$ cat src/rtl/vram_console_ctrl.sv
`timescale 1ns/1ps
`default_nettype none
// +--------------------------------------------------------------------------+
// | vram_console_ctrl: text console engine (putc/clear/scroll/setcur) that    |
// | shares VRAM port A with a CPU that always wins arbitration.              |
// | Option macro: VRAM_CONSOLE_AUTOSCROLL_EN (scroll on row overflow).       |
// | Revision: 1.0                                                            |
// +--------------------------------------------------------------------------+
module vram_console_ctrl #(
   parameter int         COLS      = 80,
   parameter int         ROWS      = 50,
   parameter logic [7:0] FILL_CHAR = 8'h20
) (
   input  logic        CLK,
   input  logic        RST,
   input  logic        CMD_VALID,
   output logic        CMD_READY,
   input  logic [1:0]  CMD_OP,
   input  logic [15:0] CMD_DATA,
   input  logic        CPU_REQ,
   input  logic        CPU_WE,
   input  logic [11:0] CPU_ADDR,
   input  logic [15:0] CPU_WDATA,
   output logic        CPU_GNT,
   output logic [15:0] CPU_RDATA,
   output logic        VRAM_WE,
   output logic [11:0] VRAM_ADDR,
   output logic [15:0] VRAM_WDATA,
   input  logic [15:0] VRAM_RDATA,
   output logic        BUSY,
   output logic [6:0]  CUR_X,
   output logic [5:0]  CUR_Y
);

`ifdef VRAM_CONSOLE_AUTOSCROLL_EN
   localparam logic c_AUTOSCROLL = 1'b1;
`else
   localparam logic c_AUTOSCROLL = 1'b0;
`endif

   localparam logic [11:0] c_COLS12   = 12'(COLS);
   localparam logic [11:0] c_LAST     = 12'(COLS * ROWS - 1);
   localparam logic [11:0] c_SCR_LAST = 12'((ROWS - 1) * COLS - 1);
   localparam logic [6:0]  c_X_MAX    = 7'(COLS - 1);
   localparam logic [5:0]  c_Y_MAX    = 6'(ROWS - 1);

   localparam logic [1:0] c_OP_PUTC   = 2'b00;
   localparam logic [1:0] c_OP_CLEAR  = 2'b01;
   localparam logic [1:0] c_OP_SCROLL = 2'b10;
   localparam logic [1:0] c_OP_SETCUR = 2'b11;

   typedef enum logic [2:0] {
      IDLE     = 3'd0,
      PUT      = 3'd1,
      CLR      = 3'd2,
      SCR_RD   = 3'd3,
      SCR_WR   = 3'd4,
      SCR_FILL = 3'd5
   } state_t;

   state_t      r_state;
   logic [6:0]  r_cur_x;
   logic [5:0]  r_cur_y;
   logic [7:0]  r_fill_attr;
   logic [15:0] r_hold;
   logic        r_rd_pend;
   logic [11:0] r_addr;
   logic [15:0] r_put_data;

   logic        w_eng_we;
   logic [11:0] w_eng_addr;
   logic [15:0] w_eng_wdata;
   logic [11:0] w_cell;
   logic        w_y_ovf;
   logic        w_row_scroll;
   logic [5:0]  w_y_next;
   logic [6:0]  w_set_x;
   logic [5:0]  w_set_y;
   logic [7:0]  w_char;

   // Constant-coefficient multiply: y*COLS as a sum of shifted copies of y.
   function automatic logic [11:0] f_cell(input logic [6:0] x, input logic [5:0] y);
      logic [11:0] w_sum;
      w_sum = {5'd0, x};
      for (int i = 0; i < 12; i++) begin
         if (c_COLS12[i]) w_sum = w_sum + ({6'd0, y} << i);
      end
      return w_sum;
   endfunction

   assign w_cell       = f_cell(r_cur_x, r_cur_y);
   assign w_y_ovf      = (r_cur_y == c_Y_MAX);
   assign w_row_scroll = w_y_ovf && c_AUTOSCROLL;
   assign w_y_next     = w_y_ovf ? (c_AUTOSCROLL ? c_Y_MAX : 6'd0) : r_cur_y + 6'd1;
   assign w_set_x      = (CMD_DATA[6:0] > c_X_MAX) ? c_X_MAX : CMD_DATA[6:0];
   assign w_set_y      = (CMD_DATA[13:8] > c_Y_MAX) ? c_Y_MAX : CMD_DATA[13:8];
   assign w_char       = CMD_DATA[7:0];

   // The SCR_WR right after an uncontended read forwards the live read data.
   always_comb begin
      w_eng_we    = 1'b0;
      w_eng_addr  = r_addr;
      w_eng_wdata = {r_fill_attr, FILL_CHAR};
      case (r_state)
         PUT: begin
            w_eng_we    = 1'b1;
            w_eng_wdata = r_put_data;
         end
         CLR, SCR_FILL: w_eng_we = 1'b1;
         SCR_RD:        w_eng_addr = r_addr + c_COLS12;
         SCR_WR: begin
            w_eng_we    = 1'b1;
            w_eng_wdata = r_rd_pend ? VRAM_RDATA : r_hold;
         end
         default: ;
      endcase
   end

   assign CPU_GNT    = CPU_REQ;
   assign CPU_RDATA  = VRAM_RDATA;
   assign VRAM_WE    = CPU_REQ ? CPU_WE    : w_eng_we;
   assign VRAM_ADDR  = CPU_REQ ? CPU_ADDR  : w_eng_addr;
   assign VRAM_WDATA = CPU_REQ ? CPU_WDATA : w_eng_wdata;
   assign CMD_READY  = (r_state == IDLE) && !CPU_REQ;
   assign BUSY       = (r_state != IDLE);
   assign CUR_X      = r_cur_x;
   assign CUR_Y      = r_cur_y;

   always_ff @(posedge CLK) begin
      if (RST) begin
         r_state     <= IDLE;
         r_cur_x     <= 7'd0;
         r_cur_y     <= 6'd0;
         r_fill_attr <= 8'h07;
         r_hold      <= 16'h0000;
         r_rd_pend   <= 1'b0;
         r_addr      <= 12'd0;
         r_put_data  <= 16'h0000;
      end else begin
         // Read capture runs even while the CPU owns the port.
         r_rd_pend <= (r_state == SCR_RD) && !CPU_REQ;
         if (r_rd_pend) r_hold <= VRAM_RDATA;

         if (!CPU_REQ) begin
            case (r_state)
               IDLE: begin
                  if (CMD_VALID) begin
                     case (CMD_OP)
                        c_OP_PUTC: begin
                           r_fill_attr <= CMD_DATA[15:8];
                           if (w_char == 8'h0D) begin
                              r_cur_x <= 7'd0;
                           end else if (w_char == 8'h0A) begin
                              r_cur_x <= 7'd0;
                              r_cur_y <= w_y_next;
                              if (w_row_scroll) begin
                                 r_addr  <= 12'd0;
                                 r_state <= SCR_RD;
                              end
                           end else begin
                              r_put_data <= CMD_DATA;
                              r_addr     <= w_cell;
                              r_state    <= PUT;
                           end
                        end
                        c_OP_CLEAR: begin
                           r_fill_attr <= CMD_DATA[15:8];
                           r_addr      <= 12'd0;
                           r_state     <= CLR;
                        end
                        c_OP_SCROLL: begin
                           r_fill_attr <= CMD_DATA[15:8];
                           r_addr      <= 12'd0;
                           r_state     <= SCR_RD;
                        end
                        c_OP_SETCUR: begin
                           r_cur_x <= w_set_x;
                           r_cur_y <= w_set_y;
                        end
                        default: ;
                     endcase
                  end
               end
               PUT: begin
                  r_state <= IDLE;
                  if (r_cur_x == c_X_MAX) begin
                     r_cur_x <= 7'd0;
                     r_cur_y <= w_y_next;
                     if (w_row_scroll) begin
                        r_addr  <= 12'd0;
                        r_state <= SCR_RD;
                     end
                  end else begin
                     r_cur_x <= r_cur_x + 7'd1;
                  end
               end
               CLR: begin
                  if (r_addr == c_LAST) begin
                     r_state <= IDLE;
                     r_cur_x <= 7'd0;
                     r_cur_y <= 6'd0;
                  end else begin
                     r_addr <= r_addr + 12'd1;
                  end
               end
               SCR_RD: r_state <= SCR_WR;
               SCR_WR: begin
                  r_addr  <= r_addr + 12'd1;
                  r_state <= (r_addr == c_SCR_LAST) ? SCR_FILL : SCR_RD;
               end
               SCR_FILL: begin
                  if (r_addr == c_LAST) r_state <= IDLE;
                  else                  r_addr  <= r_addr + 12'd1;
               end
               default: r_state <= IDLE;
            endcase
         end
      end
   end

endmodule
`default_nettype wire

$ cat config.mk
export PLATFORM = sky130hd
export DESIGN_NAME = vram_console_ctrl
export DESIGN_NICKNAME = d
export VERILOG_FILES = /design/src/rtl/vram_console_ctrl.sv
export SDC_FILE = /design/constraint.sdc
export NUM_CORES = 1
export LEC_CHECK = 0
export ABC_AREA = 1
export BUFFER_PORTS_ARGS = -buffer_cell sky130_fd_sc_hd__clkbuf_2
export CAP_MARGIN = 20
export CORE_ASPECT_RATIO = 1.4
export CORE_MARGIN = 2
export CORE_UTILIZATION = 55
export CTS_CLUSTER_DIAMETER = 200
export DETAILED_ROUTE_END_ITERATION = 10
export HOLD_SLACK_MARGIN = 0.12
export PLACE_DENSITY = 0.82
export SETUP_SLACK_MARGIN = 0.5
export SYNTH_ARGS = -nofsm -noshare
export SYNTH_HDL_FRONTEND = slang
export SYNTH_SLANG_ARGS = --single-unit
$ cat constraint.sdc
create_clock -name CLK -period 6.2 [get_ports CLK]
set_clock_uncertainty 0.2 [all_clocks]
set_input_delay 1.24 -clock CLK [delete_from_list [all_inputs] [get_ports CLK]]
set_output_delay 1.24 -clock CLK [all_outputs]
set_load 0.005 [all_outputs]
==> out/qor.yml, run 1 <==
finish:
  diodes: 0
  multi_input_area_um2: 3035
  fin_nets: 985
  fill_cells: 839
  final_area_um2: 5914
  area_delta_synth_final_pct: 17.35
  area.sequential_um2: 1381
  drive_gt1_share_pct: 21.33
pwr:
  leakage_nw: 2.953
  p_per_area_nw_per_um2: 286.3
  cellInternalPower_mw: 1.067
  comb_power_share_pct: 32.6
  power_frac_clock_pct: 34.0
  power_frac_seq_pct: 33.5
  p_sw_mw: 0.6266
  switching_share_pct: 37.00
  max-vdd-ir-drop_v: 0.0002030
clock_network:
  cts_hold_buf: 0
  clkTransAtPathRegs_ns: 0.06
  cts_resized: 0
  cts_setup_buffers: 0
  clock-root-buffer: "clkbuf_16"
  cts.sinks: 69
  clock_path_buffers: 2
  clkLatencyLatePin_ns: 0.34
  cts_tree: "yes"
  cts.htree.levels: 3
  cts_inserted_buffers: 9
place:
  post-dp-hpwl_um: 9864
  gp_congestion: 0.9206
  place_area_um2: 5554
  io_buffers: 127
  pre_cts_ws_ns: 1.616
timing:
  setup_viol: 0
  setup_tns_ns: 0
  hold_viol: 0
  layout_setup_ws_ns: 2.001
  slew_headroom_pct: 37.05
  rsz0062_at_grt: "false"
  fmax_mhz: 238.1
  finalMaxSlewViolations: 0
  finalCritPeriodShare_pct: 67.73
  worstMarginPinSlew_ns: 0.9430
  period_minus_slack_ns: 4.199
grt:
  grt_first_pass_wirelength_um: 21710
  antenna_found_initial: 0
  grt_pass1_vias: 4801
  grt_use_total_pct: 26.95
  grt.overflow.total: 0
  grt_max_degree: 39
routing:
  ant_nets: 0
  dr.pass1.iters: 5
  drcViolationCount: 0
  viasPerCell: 5.254
  wirelength_um: 13090
  post_drt_wl_per_cell_um: 13.00
  first_iter_violations: 270
  vias: 5291
floorplan:
  fp.dieH_um: 117.3
  core_area_um2: 8977
  io-pin-count: 128
  die-width_um: 84.90
  rows: 41
  die_area_um2: 9956
  start_util_pct: 56.14
setup_path:
  critPathMaxFanout: 27
  required_ns: 4.76
  start_kind: "input port"
  critPathCaptureType: "output port"
  critPathKind: "in -> out"
  crit_arrival_ns: 2.76
logic_synthesis:
  netlist_area_um2: 5040
  yosys_warnings: 0
  synth_top_area_share_pct: 27.41
  synth.largest_area_cell: "dfxtp_1"
  synth_nets: 889
  synth_area_leaders: "dfxtp_1 (27%), nand2_1 (16%), nor2_1 (9.5%), inv_1 (6.1%), ha_1 (5.2%)"
  avgSynthCellArea_um2: 6.308
  synthCells: 799
  synth_cell_types: 38
  synth-seq-cells: 69
  seq_area_frac_synth_pct: 27.41
outcome:
  outcome: "finished, final reports clean"
flow_run:
  cap_violations: 0
worst_hold_path:
  min_path_type: "reg -> reg"
==> cell usage after synthesis <==
library cell	number
nand3b_1	3
o21ai_1	16
mux2i_1	9
nor2_2	8
nor2_4	8
nor3_1	4
a21oi_1	17
o21ai_2	1
nand3_4	1
nor2_1	128
buf_2	9
a22oi_1	7
o21bai_1	8
nand2_4	3
a31oi_1	14
clkinv_2	1
ha_1	21
nand2_2	6
xnor2_1	4
o21ai_0	49
xor2_1	6
or2_2	3
nand2_1	212
o21a_1	8
clkbuf_1	10
inv_1	82
nand3_2	3
nand3_1	40
buf_1	4
nor2_8	1
nand4_1	7
o211ai_1	2
buf_6	2
dfxtp_1	69
inv_4	1
buf_4	19
fa_1	2
inv_2	11
==> final cells by class <==
class                   count  area share (%)
multi-input cells         591           51.32
clock inverters             6           1.587
flip-flops and latches     69           23.36
inverters                  95           6.093
clock buffers              10           4.041
repair buffers            129           11.34
well taps                 107           2.264
==> metal layers <==
layer  GRT usage [%]  share of wire [%]  vias to the layer above
met5               0                  0                        -
met4           9.947                2.0                        0
met3           3.226                4.6                       22
met2           52.34                 53                      160
met1           29.93                 40                     2387
li1                -                  -                     2722
==> path summary, 6_finish.rpt <==
kind	startpoint	end	slack (ns)	cells after the start
max	CPU_REQ	VRAM_WDATA[8]	2.00	6
min	r_fill_attr[2]	r_fill_attr[2]	0.28	2
max reg2reg	CUR_Y[0]	r_addr[11]	3.64	11
min reg2reg	r_fill_attr[2]	r_fill_attr[2]	0.28	2
==> per-stage QoR <==
stage	utilization, %	total power [mW]	hold WS (ns)	instances
2_1_floorplan	-	0.9575	0.2421	799
3_3_place_gp	61.87	1.109	0.2531	990
3_5_place_dp	61.87	1.117	0.2611	990
4_1_cts	65.57	1.693	0.2762	1006
5_1_grt	65.88	1.798	0.3065	1007
6_report	65.88	1.693	0.2780	1007
==> power groups by stage <==
| stage | Clock [mW] | Sequential, mW | Combinational, mW |
|---|---|---|---|
| 3_3_place_gp | 0 | 0.573 | 0.536 |
| 4_1_cts | 0.579 | 0.565 | 0.549 |
| 2_1_floorplan | 0 | 0.549 | 0.408 |
| 6_report | 0.575 | 0.567 | 0.551 |
| 3_5_place_dp | 0 | 0.574 | 0.543 |
| 5_1_grt | 0.594 | 0.574 | 0.630 |
==> worst max-delay path, stage by stage <==
cell	delay (ns)
clkbuf_2	0.34
inv_1	0.59
buf_16	0.23
nor2_1	0.06
a31oi_1	0.14
clkbuf_2	0.14
==> kinds of logic after synthesis <==
kind of cell,count (synthesis),share of synthesized area [%]
AND/OR/NAND/NOR,427,36.92
AO/OA/AOI/OAI,122,13.78
multiplexers,9,1.788
flip-flops,69,27.41
adder cells (fa/ha/maj),23,6.008
XOR/XNOR,10,1.738
buffers and inverters,139,12.36
==> placed cells by master, fill, tap and decap left out, types with 2 or more instances in the layout <==
master / synthesis / final
nand2_1: 212 / 212
clkbuf_16: 0 / 9
bufinv_16: 0 / 2
fa_1: 2 / 2
nor3_1: 4 / 4
a22oi_1: 7 / 7
dfxtp_1: 69 / 69
nand3_1: 40 / 40
a31oi_1: 14 / 14
a21oi_1: 17 / 17
or2_2: 3 / 3
o21ai_0: 49 / 49
nor2_1: 128 / 128
mux2i_1: 9 / 9
ha_1: 21 / 21
nand2_4: 3 / 3
xor2_1: 6 / 6
inv_1: 82 / 82
nand4_1: 7 / 7
o21a_1: 8 / 8
nor2_4: 8 / 8
o21ai_1: 16 / 16
inv_6: 0 / 2
clkbuf_2: 0 / 127
xnor2_1: 4 / 4
o211ai_1: 2 / 2
nand2_2: 6 / 6
inv_2: 11 / 11
o21bai_1: 8 / 8
nand3b_1: 3 / 3
nand3_2: 3 / 3
nor2_2: 8 / 8
==> flip-flops by register name, indices dropped and copies added, names as in the netlist <==
| name | count |
|---|---|
| r_addr | 12 |
| r_hold | 16 |
| r_state | 3 |
| CUR_X | 7 |
| r_rd_pend | 1 |
| CUR_Y | 6 |
| r_put_data | 16 |
| r_fill_attr | 8 |
No activity file was read; power rests on OpenSTA's default activity.
==> run 2: changes to the inputs <==
Settings changed: ABC_AREA 1 to 0, CORE_UTILIZATION 55 to 49, PLACE_DENSITY 0.82 to 0.78.
Clock period 6.2 ns to 3.4 ns, I/O delays scaled along.
==> run 2 against run 1 <==
Design area down 3.0%. Worst hold slack worse by 0.0075 ns. Sequential power up 60%. Global-route usage down 2.2 points. Worst setup slack worse by 1.4 ns. Critical path depth up 3. Non-clock buffer count up 9. Combinational power down 14%. Area after synthesis down 4.0%. Count of clock-buffer cells in the layout up 2. Critical path type is now reg -> reg.
==> out/qor.yml, run 2 <==
outcome:
  outcome: "finished, final reports clean"
grt:
  grt_pass1_vias: 4424
  grt_max_degree: 60
  grt-busiest-layer: "met2"
  grtUsageMet2_pct: 42.23
  grt.overflow.total: 0
  grt_use_total_pct: 24.74
  grt_first_pass_wirelength_um: 20910
  antenna_found_initial: 0
  grtUsageMet1_pct: 30.37
  use_met3_pct: 3.388
place:
  io_buffers: 127
  place_inst: 813
  gp_congestion: 0.9511
  post-dp-hpwl_um: 9723
  place_area_um2: 5413
  pre_cts_ws_ns: 0.5215
pwr:
  leakage_nw: 2.534
  switching_share_pct: 29.87
  comb_power_share_pct: 20.9
  power_frac_clock_pct: 38.9
  p_total_mw: 2.255
  p_sw_mw: 0.6737
  cellInternalPower_mw: 1.581
  max-vdd-ir-drop_v: 0.0002779
  p_per_area_nw_per_um2: 393.2
  power_frac_seq_pct: 40.2
routing:
  wirelength_um: 13070
  ant_nets: 0
  viasPerCell: 5.731
  dr.pass1.iters: 5
  drcViolationCount: 0
  first_iter_violations: 315
  post_drt_wl_per_cell_um: 15.76
  vias: 4751
timing:
  hold_viol: 0
  setup_tns_ns: 0
  setup_viol: 0
  fmax_mhz: 360.1
  period_minus_slack_ns: 2.777
  slew_headroom_pct: 42.15
  finalMaxSlewViolations: 0
  fin_hold_ws_ns: 0.2705
  worstMarginPinSlew_ns: 0.8640
  finalCritPeriodShare_pct: 81.67
  rsz0062_at_grt: "false"
  layout_setup_ws_ns: 0.6233
setup_path:
  cp_slowest_stage_delay_ns: 0.57
  start_kind: "flop"
  reg2reg_to: "r_addr[10]"
  required_ns: 3.41
  critPathSlowestCell: "fa_1"
  rrSetupSlack_ns: 0.62
  path_cells: "inv_1 > fa_1 > inv_1 > ha_1 > a211o_1 > a21o_1 > a211o_1 > a32oi_1 > a211oi_1"
  critPathKind: "reg -> reg"
  crit_arrival_ns: 2.78
  reg2reg_from: "CUR_Y[0]"
  critPathLaunch: "CUR_Y[0]"
  critPathMaxFanout: 7
  critPathCaptureType: "flop"
  worst-r2r-cell-count: 9
finish:
  drive_gt1_share_pct: 28.55
  final_util_pct: 60.30
  fill_cells: 843
  stdcell_count: 829
  final_common_cell: "clkbuf_2"
  reg_top3: "r_hold (16), r_put_data (16), r_addr (12)"
  final_area_um2: 5736
  fin_nets: 782
  final_cell_mix: "clkbuf_2 (127), dfxtp_1 (61), nor2_1 (59), nand2_1 (49), o21ai_0 (47)"
  area_delta_synth_final_pct: 18.57
  diodes: 0
clock_network:
  cts_inserted_buffers: 9
  clkTransAtPathRegs_ns: 0.06
  clkLatencyLatePin_ns: 0.34
  clock-root-buffer: "clkbuf_16"
  cts_setup_buffers: 0
  cts_hold_buf: 0
  cts_tree: "yes"
  cts.htree.levels: 3
  clock_path_buffers: 2
  cts.sinks: 69
logic_synthesis:
  synth_cell_types: 67
  seq_area_frac_synth_pct: 28.56
  netlist_area_um2: 4837
  synth_edf_count: 0
  synth.largest_area_cell: "dfxtp_1"
  synth_commonest_cells: "dfxtp_1 (69), nor2_1 (60), nand2_1 (50), o21ai_0 (47), a21oi_1 (36)"
  avgSynthCellArea_um2: 8.089
  yosys_warnings: 0
  synth_nets: 688
  synth_area_leaders: "dfxtp_1 (29%), mux2i_1 (5.6%), ha_1 (5.4%), o21ai_0 (4.9%), nor2_1 (4.7%)"
  synthCells: 598
  yosys.cell_count.top_type: "dfxtp_1"
  postSynth.asyncResetShare_pct: 0
  synth_ff_type: "dfxtp_1"
  synth_top_area_share_pct: 28.56
  synth-seq-cells: 69
floorplan:
  die-width_um: 87.97
  start_util_pct: 50.86
  fp.dieH_um: 121.6
  core_area_um2: 9512
  die_area_um2: 10690
  io-pin-count: 128
  rows: 42
worst_hold_path:
  min_to: "r_fill_attr[0]"
  min_from: "r_fill_attr[0]"
  min_path_type: "reg -> reg"
  holdPathStages: 1
flow_run:
  cap_violations: 0
## run 2: cells by family (layout without fill, tap and decap cells)
group	Yosys count	in the layout	synth area share [%]
buffers and inverters	84	183	8.975
multiplexers	38	38	8.148
AND/OR/NAND/NOR	194	194	20.54
adder cells (fa/ha/maj)	23	23	6.260
AO/OA/AOI/OAI	165	165	23.00
flip-flops	69	69	28.56
XOR/XNOR	25	25	4.527
## run 2: power groups by stage
stage,sequential (mW),combinational [mW],clock (mW)
floorplan,0.892,0.325,0
global placement,0.917,0.453,0
detailed placement,0.920,0.461,0
CTS,0.903,0.467,0.881
global route,0.911,0.522,0.925
finish,0.907,0.472,0.876
## run 2: how the worst max path moves through the flow
stage                               end  slack [ns]  cells past startpoint
after floorplan              r_addr[10]        0.69                      9
after global placement       r_addr[10]        0.60                      9
after detailed placement     r_addr[10]        0.52                      9
after CTS                 VRAM_WDATA[5]        0.45                      7
after global routing         r_addr[10]        0.51                      9
final                        r_addr[10]        0.62                      9
## run 2: timing repair
item | in CTS | in global routing
gates resized for setup | 6 | 13
setup endpoints to repair | 22 | 19
pin swaps | 0 | 1
## run 2: area by class of cell
type	instances	area, um^2	share of cell area (%)
timing repair buffer	138	738.2	12.87
sequential	69	1394	24.30
tap	132	165.2	2.880
multi-input combinational	445	3050	53.19
clock inverter	4	22.52	0.3927
clock buffer	12	256.5	4.472
inverter	29	108.9	1.898
## run 2: routing by layer
| metal | wire length, um | part of all wire, % |
|---|---|---|
| met2 | 6413 | 49 |
| met4 | 367 | 2.8 |
| met1 | 5399 | 41 |
| met3 | 887 | 6.8 |
| met5 | 0 | 0 |
## run 2: worst max-delay path: cells and delay by family (launching register included)
kind / cells / cell delay (ns)
AOI/OAI and AO/OA: 5 / 1.03
adders and majority gates: 2 / 0.87
buffers and inverters: 2 / 0.15
DFF: 1 / 0.40
